===== src/rtl/keypad_entry_pkg.sv =====
// Shared encodings for keypad entry: scanner key codes, operator codes, entry states.
package keypad_entry_pkg;

  localparam logic [3:0] KEY_0    = 4'd0;
  localparam logic [3:0] KEY_1    = 4'd1;
  localparam logic [3:0] KEY_2    = 4'd2;
  localparam logic [3:0] KEY_3    = 4'd3;
  localparam logic [3:0] KEY_4    = 4'd4;
  localparam logic [3:0] KEY_5    = 4'd5;
  localparam logic [3:0] KEY_6    = 4'd6;
  localparam logic [3:0] KEY_7    = 4'd7;
  localparam logic [3:0] KEY_8    = 4'd8;
  localparam logic [3:0] KEY_9    = 4'd9;
  localparam logic [3:0] KEY_A    = 4'd10;
  localparam logic [3:0] KEY_B    = 4'd11;
  localparam logic [3:0] KEY_C    = 4'd12;
  localparam logic [3:0] KEY_D    = 4'd13;
  localparam logic [3:0] KEY_HASH = 4'd14;
  localparam logic [3:0] KEY_STAR = 4'd15;

  localparam logic [1:0] OP_ADD = 2'b00;
  localparam logic [1:0] OP_SUB = 2'b01;
  localparam logic [1:0] OP_MUL = 2'b10;
  localparam logic [1:0] OP_DIV = 2'b11;

  typedef enum logic [1:0] {
    ST_ENTER_A = 2'b00,
    ST_ENTER_B = 2'b01,
    ST_ISSUE   = 2'b10
  } entry_state_e;

  function automatic logic is_digit(input logic [3:0] code);
    return code <= KEY_9;
  endfunction

  function automatic logic is_operator(input logic [3:0] code);
    return (code >= KEY_A) && (code <= KEY_D);
  endfunction

endpackage


===== src/rtl/key_event_filter.sv =====
// Turns scanner toggles into one-cycle key strobes, suppressing hold-repeat
// toggles of the same key until it has been idle for REARM_CYCLES.
module key_event_filter #(
  parameter int REARM_CYCLES = 5000000
) (
  input  logic       clk,
  input  logic       rst_n,
  input  logic [3:0] key_code,
  input  logic       key_toggle,
  output logic       key_event,
  output logic [3:0] event_code
);

  localparam int RW = $clog2(REARM_CYCLES + 1);
  localparam logic [RW-1:0] REARM_MAX = RW'(REARM_CYCLES);

  logic          toggle_q;
  logic [3:0]    last_key_q;
  logic [RW-1:0] rearm_q;
  logic          event_q;
  logic [3:0]    code_q;
  logic          raw_ev;
  logic          accept;

  assign raw_ev = key_toggle ^ toggle_q;
  assign accept = raw_ev && ((key_code != last_key_q) || (rearm_q == REARM_MAX));

  // Counter starts saturated so the very first press after reset is always taken.
  always_ff @(posedge clk or negedge rst_n) begin
    if (!rst_n) begin
      toggle_q   <= 1'b0;
      last_key_q <= 4'd0;
      rearm_q    <= REARM_MAX;
      event_q    <= 1'b0;
      code_q     <= 4'd0;
    end else begin
      toggle_q <= key_toggle;
      event_q  <= accept;
      if (accept) code_q <= key_code;
      if (raw_ev) begin
        last_key_q <= key_code;
        rearm_q    <= '0;
      end else if (rearm_q != REARM_MAX) begin
        rearm_q <= rearm_q + RW'(1);
      end
    end
  end

  assign key_event  = event_q;
  assign event_code = code_q;

endmodule


===== src/rtl/keypad_entry.sv =====
// Keypad entry FSM: accumulates two decimal operands and an operator, then
// offers one calculator operation per '#' over a valid/ready handshake.
module keypad_entry
  import keypad_entry_pkg::*;
#(
  parameter int CLOCK_FREQ   = 50000000,
  parameter int REARM_CYCLES = CLOCK_FREQ / 10,
  parameter int MAX_DIGITS   = 4,
  parameter int OPW          = 14
) (
  input  logic           clk,
  input  logic           rst_n,
  input  logic [3:0]     key_code,
  input  logic           key_toggle,
  output logic           calc_valid,
  input  logic           calc_ready,
  output logic [OPW-1:0] operand_a,
  output logic [OPW-1:0] operand_b,
  output logic [1:0]     op,
  output logic [OPW-1:0] display_value,
  output logic [1:0]     entry_state
);

  localparam int CW = $clog2(MAX_DIGITS + 1);
  localparam logic [CW-1:0] CNT_MAX = CW'(MAX_DIGITS);

  entry_state_e   state_q;
  logic [OPW-1:0] a_q, b_q;
  logic [1:0]     op_q;
  logic [CW-1:0]  cnt_a_q, cnt_b_q;
  logic           valid_q;

  logic           kev;
  logic [3:0]     kcode;
  logic [OPW+3:0] acc_a, acc_b;
  logic [3:0]     op_code;

  key_event_filter #(.REARM_CYCLES(REARM_CYCLES)) u_filter (
    .clk        (clk),
    .rst_n      (rst_n),
    .key_code   (key_code),
    .key_toggle (key_toggle),
    .key_event  (kev),
    .event_code (kcode)
  );

  // Widened so value*10 + d cannot wrap before truncation back to OPW.
  assign acc_a   = (OPW+4)'(a_q) * (OPW+4)'(10) + (OPW+4)'(kcode);
  assign acc_b   = (OPW+4)'(b_q) * (OPW+4)'(10) + (OPW+4)'(kcode);
  assign op_code = kcode - KEY_A;

  always_ff @(posedge clk or negedge rst_n) begin
    if (!rst_n) begin
      state_q <= ST_ENTER_A;
      a_q     <= '0;
      b_q     <= '0;
      op_q    <= OP_ADD;
      cnt_a_q <= '0;
      cnt_b_q <= '0;
      valid_q <= 1'b0;
    end else begin
      case (state_q)
        ST_ENTER_A: if (kev) begin
          if (is_digit(kcode)) begin
            if (cnt_a_q < CNT_MAX) begin
              a_q     <= acc_a[OPW-1:0];
              cnt_a_q <= cnt_a_q + CW'(1);
            end
          end else if (is_operator(kcode)) begin
            op_q    <= op_code[1:0];
            b_q     <= '0;
            cnt_b_q <= '0;
            state_q <= ST_ENTER_B;
          end else if (kcode == KEY_STAR) begin
            a_q     <= '0;
            b_q     <= '0;
            op_q    <= OP_ADD;
            cnt_a_q <= '0;
            cnt_b_q <= '0;
          end
        end
        ST_ENTER_B: if (kev) begin
          if (is_digit(kcode)) begin
            if (cnt_b_q < CNT_MAX) begin
              b_q     <= acc_b[OPW-1:0];
              cnt_b_q <= cnt_b_q + CW'(1);
            end
          end else if (is_operator(kcode)) begin
            if (cnt_b_q == '0) op_q <= op_code[1:0];
          end else if (kcode == KEY_HASH) begin
            valid_q <= 1'b1;
            state_q <= ST_ISSUE;
          end else begin
            a_q     <= '0;
            b_q     <= '0;
            op_q    <= OP_ADD;
            cnt_a_q <= '0;
            cnt_b_q <= '0;
            state_q <= ST_ENTER_A;
          end
        end
        ST_ISSUE: if (calc_ready) begin
          // Key events here are dropped; operands stay frozen until the transfer.
          valid_q <= 1'b0;
          a_q     <= '0;
          b_q     <= '0;
          op_q    <= OP_ADD;
          cnt_a_q <= '0;
          cnt_b_q <= '0;
          state_q <= ST_ENTER_A;
        end
        default: state_q <= ST_ENTER_A;
      endcase
    end
  end

  assign calc_valid    = valid_q;
  assign operand_a     = a_q;
  assign operand_b     = b_q;
  assign op            = op_q;
  assign entry_state   = state_q;
  assign display_value = (state_q == ST_ENTER_A) ? a_q : b_q;

endmodule


===== config.mk =====
export PLATFORM = sky130hd
export DESIGN_NAME = keypad_entry
export DESIGN_NICKNAME = d
export VERILOG_FILES = /design/src/rtl/keypad_entry_pkg.sv /design/src/rtl/key_event_filter.sv /design/src/rtl/keypad_entry.sv
export SDC_FILE = /design/constraint.sdc
export NUM_CORES = 1
export LEC_CHECK = 0
export CORE_MARGIN = 5
export CORE_UTILIZATION = 30
export CTS_BUF_LIST = sky130_fd_sc_hd__clkbuf_8
export CTS_CLUSTER_SIZE = 20
export DETAILED_ROUTE_END_ITERATION = 7
export GPL_ROUTABILITY_DRIVEN = 1
export PLACE_DENSITY = 0.52
export SLEW_MARGIN = 20
export SYNTH_ARGS = -nofsm -noshare
export SYNTH_HDL_FRONTEND = slang
export SYNTH_SLANG_ARGS = --single-unit
export TNS_END_PERCENT = 20

===== constraint.sdc =====
create_clock -name clk -period 3.5 [get_ports clk]
set_input_delay 0.35 -clock clk [delete_from_list [all_inputs] [get_ports clk]]
set_output_delay 0.35 -clock clk [all_outputs]
set_load 0.05 [all_outputs]

## After elaboration in Yosys (flattened, before gate mapping)

Cells that the tools add are included.

| word-level totals | value |
|---|---|
| memory bits (read-only) | 0 |
| memories kept | 0 |
| word-level logic and storage cells | 128 |
| register bits | 72 |
| memory bits (writable) | 0 |
| output and inout bits | 47 |
| bits of input ports | 8 |
| bits in latches | 0 |

| operators by class | value |
|---|---|
| bitwise operators | 1 |
| add/sub/neg operators | 6 |
| order comparisons | 5 |
| reductions and logical operators | 13 |
| div/mod/pow operators | 0 |
| multipliers | 2 |
| mux-type cells | 64 |
| shift operators | 0 |
| equality and inequality tests | 25 |

Operator list:

| cell | number |
|---|---|
| $mux W14 | 17 |
| $pmux W14 S3 | 2 |
| $mux W3 | 16 |
| $mux W23 | 2 |
| $mux W2 | 17 |
| $add A14 B4 Y14 | 2 |
| $mul A14 B3 Y13 const B | 2 |
| $ne A3 B3 Y1 const B | 9 |
| $add A23 B1 Y23 const B | 1 |
| $eq A23 B23 Y1 const B | 1 |
| $ne A23 B23 Y1 const B | 1 |
| $pmux W3 S3 | 2 |
| $reduce_and A9 Y1 | 2 |
| $ne A2 B2 Y1 const B | 7 |
| $pmux W2 S3 | 2 |
| $reduce_and A10 Y1 | 1 |
| $eq A4 B4 Y1 const B | 2 |
| $le A4 B4 Y1 const B | 2 |
| $reduce_and A7 Y1 | 1 |
| $add A3 B1 Y3 const B | 2 |
| $lt A3 B3 Y1 const B | 2 |
| $reduce_and A6 Y1 | 1 |
| $mux W1 | 5 |
| $ge A4 B4 Y1 const B | 1 |
| 13 further kinds | 16 |

## Depth between registers and ports, before layout

Gate-level depths: netlist (run 1).

| depth | value |
|---|---|
| depth in word-level cells | 6 |
| gate-level depth with buffers | 11 |
| depth with buffers taken out | 10 |

## Cells and area by module

Synthesis (run 1) repeated with hierarchy kept, for this count alone.

| second synthesis, totals | value |
|---|---|
| cell total of the unflattened synthesis | 549 |
| area, all modules | 5230.0 um^2 |

Modules (own cells, without submodules):

| module | cells each | area an instance (um^2) | times used |
|---|---|---|---|
| keypad_entry | 380 | 3505.9 | 1 |
| key_event_filter | 169 | 1724.2 | 1 |

## Least setup slack after synthesis (run 1)

Ideal clock, no wire load.

| timing path | value |
|---|---|
| path type | register to register |
| from | reg b_q[1] (netlist: operand_b[1]) |
| to | reg b_q[13] (netlist: operand_b[13]) |
| clock period less this slack | 3.187 ns |
| buffers on the path | 0 |
| stages on the path, launching flop included | 11 |
| setup slack | 0.313 ns |
| data required time | 3.379 ns |
| arrival | 3.066 ns |
| setup time | 0.121 ns |
| cell sequence | dfrtp_1 > ha_1 > ha_1 > fa_1 > a21o_1 > a221oi_1 > xnor2_1 > and4_1 > nand4_1 > xnor3_1 > a22o_1 |

| on the way | value |
|---|---|
| cells in the longest elaborated chain, start to end | 6 |

RTL lines:

| item | line | text |
|---|---|---|
| start: declaration | keypad_entry.sv:28 | `logic [OPW-1:0] a_q, b_q;` |
| start signal: assignment | keypad_entry.sv:85 | `b_q <= acc_b[OPW-1:0];` |
| $mul A14 B3 Y13 | keypad_entry.sv:49 | `assign acc_b = (OPW+4)'(b_q) * (OPW+4)'(10) + (OPW+4)'(kcode);` |
| $add A14 B4 Y14 | keypad_entry.sv:49 |  |
| $mux W14 | keypad_entry.sv:84 | `if (cnt_b_q < CNT_MAX) begin` |
| $mux W14 | keypad_entry.sv:83 | `if (is_digit(kcode)) begin` |
| $mux W14 | keypad_entry.sv:82 | `ST_ENTER_B: if (kev) begin` |
| $pmux W14 S3 | keypad_entry.sv:62 | `case (state_q)` |

No other way between the ends. The select of a mux whose other input is x is not followed.
A chain may end at the register's enable or synchronous reset.

## Final worst setup path (run 1)

Same ends and word-level chain as after synthesis.

==> key figures, run 1 <==
Outcome
  • Status: completed

Worst hold path
  • Worst hold path type: in2async

Synthesis
  • Ys async rst share: 1.00
  • Yosys top cell area share: 0.324
  • Syn nets: 560
  • Warnings from Yosys: 0
  • Synth top area cells: dfrtp_1 32%, ha_1 13%, xor2_1 5.5%
  • Mapped Cells: just under 500
  • Most used DFF post-synth: dfrtp_1
  • Post-synth EDFFs: 0
  • Register area share after synthesis: 0.366
  • Number of synthesized register bits: around 70
  • Synth Area per Inst: around 10 sq um
  • Cell variety after synth: 54
  • Post-Syn Area: between 0.004 and 0.005 sq mm
  • Area leader, netlist: dfrtp_1

STA
  • Final setup margin: around 0.37 ns
  • RSZ-0062 raised after global routing: false
  • Fin. max-slew vios: 0
  • Min Tclk post-route: around 3.1 ns
  • Final setup fails: 0
  • Total Neg Setup Slack: 0 ns
  • Slew @ Worst Pin: between 0.7 and 0.8 ns
  • Final Cycle Share: 0.893
  • Final Hold Viols: 0
  • F_max: about 320 MHz
  • Worst clock skew: 0.0118 ns
  • Worst slew margin: 0.482

Power and ir drop
  • Power, Total: about 4.4 mW
  • P_leak: around 2.8 nW
  • Max IR drop VDD: 0.407 mV
  • Power Dens Cells: about 730 mW/mm^2

CTS
  • Number of setup buffers added after CTS: 0
  • Clock transition at path regs: 0.07 ns
  • CTS Root Cell: clkbuf_8
  • Clk buf depth: 2
  • Cts repair resizes: 0
  • Total CTS buffers: 9
  • H-Tree Depth: 3
  • Clk sinks: 72
  • Later-pin clock latency in the skew report: 0.36 ns
  • CTS Hold Bufs: 0
  • CTS tree: done

Setup path
  • Largest stage delay, worst path: about 0.46 ns
  • Crit path required time: 3.74 ns
  • CP Launch Type: flop
  • Crit path DAT: between 3 and 4 ns
  • Slowest CP cell: dfrtp_1
  • Crit path kind: reg2reg
  • CP Max Fanout: 6
  • Worst path cell trace: ha_1, ha_1, fa_1, a21o_1, a221oi_1, xnor2_1, and4_1, nand4_1, xnor3_1, a22o_1
  • CP Capture Type: flop
  • Crit path top cell by count: ha_1

GRT
  • First-pass GRT wire length: just over 20,000 um
  • Pin count of the biggest net entering global routing: 34
  • Number of global-route vias before repair: slightly below 4,000
  • Total GRT Usage: 0.127
  • Initial antenna violation count: 0
  • Overflow after GRT: 0

Place
  • GPL Wtd Cong: between 0.8 and 0.9
  • HPWL after detailed placement: between 9000 and 10,000 um
  • Pre-CTS setup slack: 0.426 ns
  • Post-DP Area: 0.00577 sq mm
  • IO buf count: 54

Finish
  • Final non-filler cell area: ~0.006 sq mm
  • Layout cells sized above 1: 0.103
  • ANT cells: 0
  • Area grow syn2layout: 20.8%
  • Nets: between 600 and 700
  • Layout Utilization: 0.365

Drt
  • Drt drc: 0
  • Detail Route Antenna Nets: 0
  • Drt first pass iters: 4
  • Starting DRT DRC Count: between 200 and 250
  • Routed WL: around 12,000 um
  • Vias: a little under 4,000
  • Routed WL per cell: around 15 um
  • Vias/cell: roughly 5.0

Job
  • Max cap viols: 0

Floorplanning
  • DIE HEIGHT: roughly 140 um
  • Core ar.: about 0.016 sq mm
  • Die width: between 100 and 150 um
  • I/O pins: 55
  • Starting density of the core: 0.302
  • Row count: 47
  • Die area: about 0.019 sq mm
==> metal layers <==
metal,part of all wire,vias up,wire (um),GRT usage
met2,0.45,90,5400,0.204
met3,0.054,15,640,0.0356
li1,-,1905,-,-
met1,0.48,1884,5710,0.167
met5,0,-,0,0
met4,0.012,0,138,0.0369
==> worst max-delay path, delay by kind of cell, from the launching register on <==
kind / cells / cell delay [ns]
AO/OA/AOI/OAI: 3 / 0.79
XOR/XNOR: 2 / 0.42
adder cells (fa/ha/maj): 3 / 0.97
flip-flops: 1 / 0.46
AND/OR/NAND/NOR: 2 / 0.37
==> path summary, 6_finish.rpt <==
check / startpoint / endpoint / slack [ns] / depth (start not counted)
setup / recovery: operand_b[1] / operand_b[13] / 0.37 / 10
hold / removal: rst_n / operand_a[11] / 0.06 / 1
setup reg to reg: operand_b[1] / operand_b[13] / 0.37 / 10
hold reg to reg: cnt_a_q[2] / cnt_a_q[2] / 0.48 / 1
max in group asynchronous: rst_n / u_filter.rearm_q[8] / 2.60 / 2
min in group clk: cnt_a_q[2] / cnt_a_q[2] / 0.48 / 1
==> state kept, by name, indices dropped and copies added (netlist names), 3 cells and up <==
| register | flops |
|---|---|
| operand_a | 14 |
| cnt_b_q | 3 |
| u_filter.event_code | 4 |
| cnt_a_q | 3 |
| u_filter.last_key_q | 4 |
| operand_b | 14 |
| u_filter.rearm_q | 23 |
==> power breakdown <==
part | switching, mW | internal [mW] | total (mW) | leakage, nW
Clock | 0.327 | 0.346 | 0.673 | 0.109
Combinational | 1.53 | 0.973 | 2.50 | 1.73
Sequential | 0.224 | 0.981 | 1.20 | 0.935
Total | 2.08 | 2.30 | 4.38 | 2.78
==> final cells by class <==
class | instances | area (sq um)
fillers | 1666 | 10400
multi-input cells | 400 | 3050
flip-flops and latches | 72 | 1810
repair buffers | 61 | 588
well taps | 220 | 275
clock buffers | 10 | 138
clock inverters | 6 | 60.1
inverters | 13 | 48.8
==> logic make-up (layout without fill, tap and decap cells) <==
group | count (synthesis) | count (layout) | synth area share
adder cells (fa/ha/maj) | 57 | 57 | 0.150
AO/OA/AOI/OAI | 95 | 95 | 0.132
XOR/XNOR | 61 | 61 | 0.111
AND/OR/NAND/NOR | 162 | 162 | 0.165
multiplexers | 25 | 25 | 0.0564
buffers and inverters | 23 | 90 | 0.0185
flip-flops | 72 | 72 | 0.366
==> cells in the final DEF, fill, tap and decap left out, drive strengths merged, types with 21 or more instances in the layout <==
cell,n
dfrtp,64
ha,53
clkdlybuf4s50,53
nand2,44
nor2,42
xor2,31
xnor2,29
mux2,23
o21ai,22
a21oi,21
==> stage by stage <==
step                std cells  hold WS, ns
floorplan                 495       0.0544
global placement          766        0.450
detailed placement        766        0.467
CTS                       782       0.0608
global route              782        0.109
finish                    782       0.0643
==> cells in the mapped netlist (all sizes together) (2+ instances only) <==
library cell  number
dfrtp             64
ha                53
nand2             44
nor2              42
xor2              31
xnor2             29
mux2              23
o21ai             22
a21oi             21
nand3             19
a22o              18
inv               13
a21o              12
nand4             10
or3                9
and3               8
dfstp              8
and2               6
nor3               6
buf                5
clkbuf             5
fa                 4
a211oi             3
a221oi             3
nand2b             3
nor4               3
and4               2
mux2i              2
nand3b             2
nor2b              2
nor4b              2
o2111ai            2
o21a               2
o21bai             2
o41ai              2
No activity file was read; power rests on OpenSTA's default activity.
==> inputs of run 2 (changes only) <==
Settings changed: CORE_UTILIZATION 30 to 50, CTS_BUF_LIST sky130_fd_sc_hd__clkbuf_8 to sky130_fd_sc_hd__clkbuf_4 sky130_fd_sc_hd__clkbuf_8, PLACE_DENSITY 0.52 to 0.76.
==> run 2 against run 1 <==
  * Sequential share of layout area grew 0.48 points
  * Largest power group unchanged
  * Hold slack improved by 0.0068 ns
  * Final cell count is 11% lower
  * Critical path type unchanged
  * Highest routed layer unchanged
  * Largest cell class unchanged
  * Clock skew fell by 0.0023 ns
  * Utilization increased by 24 points
  * Worst setup slack worse by 0.023 ns
  * Critical path depth stayed put
  * Global-route usage is 6.7 points higher
  * Routed wire length fell by 8.2%
  * Clock power is 0.7% higher
==> key figures, run 2 (same netlist as run 1, synthesis figures left out) <==
Outcome
  • Status: completed

Job
  • Max cap viols: 0 (unchanged)

Drt
  • Starting DRT DRC Count: 240 (+6.7%)
  • Vias/cell: 5.52 (+11%)
  • Routed WL per cell: 15.7 um (+3.2%)
  • Highest metal used: met4
  • Met2 routed WL: 5220 um (-3.3%)
  • Vias: 3,841 (-1.4%)
  • Drt drc: 0 (unchanged)
  • Met1 WL: 5220 um (-8.6%)
  • Routed WL: 10,900 um (-8.2%)
  • Detail Route Antenna Nets: 0 (unchanged)
  • Met3 wire len: 407 um (-36%)
  • Drt first pass iters: 5 (+1)

CTS
  • H-Tree Depth: 3 (unchanged)
  • CTS tree: done
  • Cts repair resizes: 0 (unchanged)
  • Total CTS buffers: 9 (unchanged)
  • CTS Root Cell: clkbuf_8
  • Clock transition at path regs: 0.08 ns (about the same)
  • Clk buf depth: 2 (unchanged)
  • Clk sinks: 72 (unchanged)
  • CTS Hold Bufs: 0 (unchanged)
  • Number of setup buffers added after CTS: 0 (unchanged)
  • Later-pin clock latency in the skew report: 0.34 ns (-0.02 ns)

Finish
  • Largest reg by FF count: u_filter.rearm_q
  • Layout cells sized above 1: 0.108 (+0.00515)
  • Non-filler cells, final: 696 (-11%)
  • Nets: 623 (+0.16%)
  • Most frequent cells in the layout: 64 x dfrtp_1, 53 x ha_1, 53 x clkdlybuf4s50_1
  • Area grow syn2layout: 18.9%
  • # fillers: 835 (-50%)
  • Commonest non-fill, non-tap cell in the layout: dfrtp_1
  • Number of flip-flops under the largest register name: 23 (unchanged)
  • ANT cells: 0 (unchanged)
  • Final non-filler cell area: 0.00588 sq mm (-1.6%)

STA
  • F_max: 318 MHz (-0.72%)
  • Final setup margin: 0.352 ns (-0.0227 ns)
  • RSZ-0062 raised after global routing: false
  • Final Hold Viols: 0 (unchanged)
  • Final setup fails: 0 (unchanged)
  • Total Neg Setup Slack: 0 ns (unchanged)
  • Min Tclk post-route: 3.15 ns (+0.0227 ns)
  • Worst clock skew: 0.00955 ns (-0.00230 ns)
  • WHS: 0.0711 ns (+0.00678 ns)
  • Fin. max-slew vios: 0 (unchanged)
  • Worst slew margin: 0.492 (+0.00950)
  • Slew @ Worst Pin: 0.762 ns (-0.0142 ns)
  • Final Cycle Share: 0.900 (+0.00648)

Setup path
  • Worst reg2reg path depth: 10 (unchanged)
  • Crit path required time: 3.77 ns (+0.03 ns)
  • Worst path cell trace: ha_1, ha_1, fa_1, a211oi_1, o21bai_1, a2111o_1, nand3_1, and2_1, or4b_1, nand3_1
  • CP Launch Type: flop
  • CP Max Fanout: 6 (unchanged)
  • Crit path max-delay family: adder cells
  • Worst Setup SP: operand_a[1]
  • CP Depth: 10 (unchanged)
  • Largest stage delay, worst path: 0.46 ns (about the same)
  • Worst reg2reg path endpoint: operand_a[13]
  • R2R setup slack: 0.35 ns (-0.02 ns)
  • Crit path to: operand_a[13]
  • Crit path DAT: 3.42 ns (+0.05 ns)
  • CP bufs+invs: 0 (unchanged)
  • Slowest CP cell: dfrtp_1
  • Reg-to-Reg Start: operand_a[1]
  • CP Capture Type: flop
  • Crit path kind: reg2reg

Power and ir drop
  • P_leak: 2.77 nW (about the same)
  • Switching share of power: 0.473 (-0.00260)
  • Part of the power in registers: 0.272 (-0.003)
  • Power share of the combinational group: 0.574 (+0.003)
  • Clk pwr share: 0.154 (about the same)
  • Internal power: 2.32 mW (+0.74%)
  • Switch Pwr: 2.08 mW (-0.30%)
  • Max IR drop VDD: 0.465 mV (+14%)
  • Power Dens Cells: 748 mW/mm^2 (+1.8%)

Worst hold path
  • Worst hold path type: in2async

Floorplanning
  • Die area: 0.0120 sq mm (-37%)
  • DIE HEIGHT: 109 um (-21%)
  • Row count: 36 (-23%)
  • Die width: 109 um (-21%)
  • Starting density of the core: 0.508 (+0.206)
  • Core ar.: 0.00973 sq mm (-40%)
  • I/O pins: 55 (unchanged)

Place
  • HPWL after detailed placement: 8250 um (-9.1%)
  • GPL Wtd Cong: 0.870 (+5.8%)
  • Pre-CTS setup slack: 0.377 ns (-0.0491 ns)
  • Placed cell count: 680 (-11%)
  • IO buf count: 54 (unchanged)
  • Post-DP Area: 0.00567 sq mm (-1.8%)

GRT
  • Total GRT Usage: 0.194 (+0.0670)
  • Overflow after GRT: 0 (unchanged)
  • Number of global-route vias before repair: 3,790 (-2.5%)
  • Initial antenna violation count: 0 (unchanged)
  • First-pass GRT wire length: 18,400 um (-8.7%)
  • Pin count of the biggest net entering global routing: 33 (-2.9%)
[run 2: cell count changes in the layout (fill, tap and decap cells not counted), sizes merged]
cell	before	now
buf	8	9
clkinv	2	4
clkinvlp	0	1
inv	16	13
[run 2: worst min-delay path by stage]
| stage | startpoint | to | slack [ns] | cells past startpoint |
|---|---|---|---|---|
| 2_1_floorplan | rst_n | calc_valid | 0.05 | 0 |
| 3_3_place_gp | rst_n | operand_a[10] | 0.45 | 1 |
| 3_5_place_dp | rst_n | operand_a[10] | 0.47 | 1 |
| 4_1_cts | rst_n | operand_a[10] | 0.08 | 1 |
| 5_1_grt | rst_n | operand_a[10] | 0.11 | 1 |
| 6_report | rst_n | operand_a[10] | 0.07 | 1 |
[run 2: power groups by stage]
stage	logic, mW	clock network [mW]	registers [mW]
2_1_floorplan	1.50	0	1.50
3_3_place_gp	2.46	0	1.20
3_5_place_dp	2.51	0	1.21
4_1_cts	2.53	0.697	1.19
5_1_grt	2.74	0.739	1.22
6_report	2.52	0.678	1.19
[run 2: cell type report]
class	instances	area [sq um]	area share
Clock buffer	10	138	0.0234
Clock inverter	6	68.8	0.0117
Tap cell	133	166	0.0283
Sequential cell	72	1810	0.308
Inverter	13	48.8	0.00830
Timing Repair Buffer	62	596	0.101
Multi-Input combinational cell	400	3050	0.519
[run 2: per-layer routing]
metal | vias up | global-route usage
met2 | 88 | 0.324
met3 | 6 | 0.0352
met4 | 0 | 0.0454
li1 | 1919 | -
met1 | 1828 | 0.262
met5 | - | 0
[run 2: stage by stage]
step / utilization / total power, mW
final: 0.604 / 4.39
after global placement: 0.583 / 3.66
after global routing: 0.604 / 4.70
after CTS: 0.604 / 4.42
after floorplan: - / 3.00
after detailed placement: 0.583 / 3.72
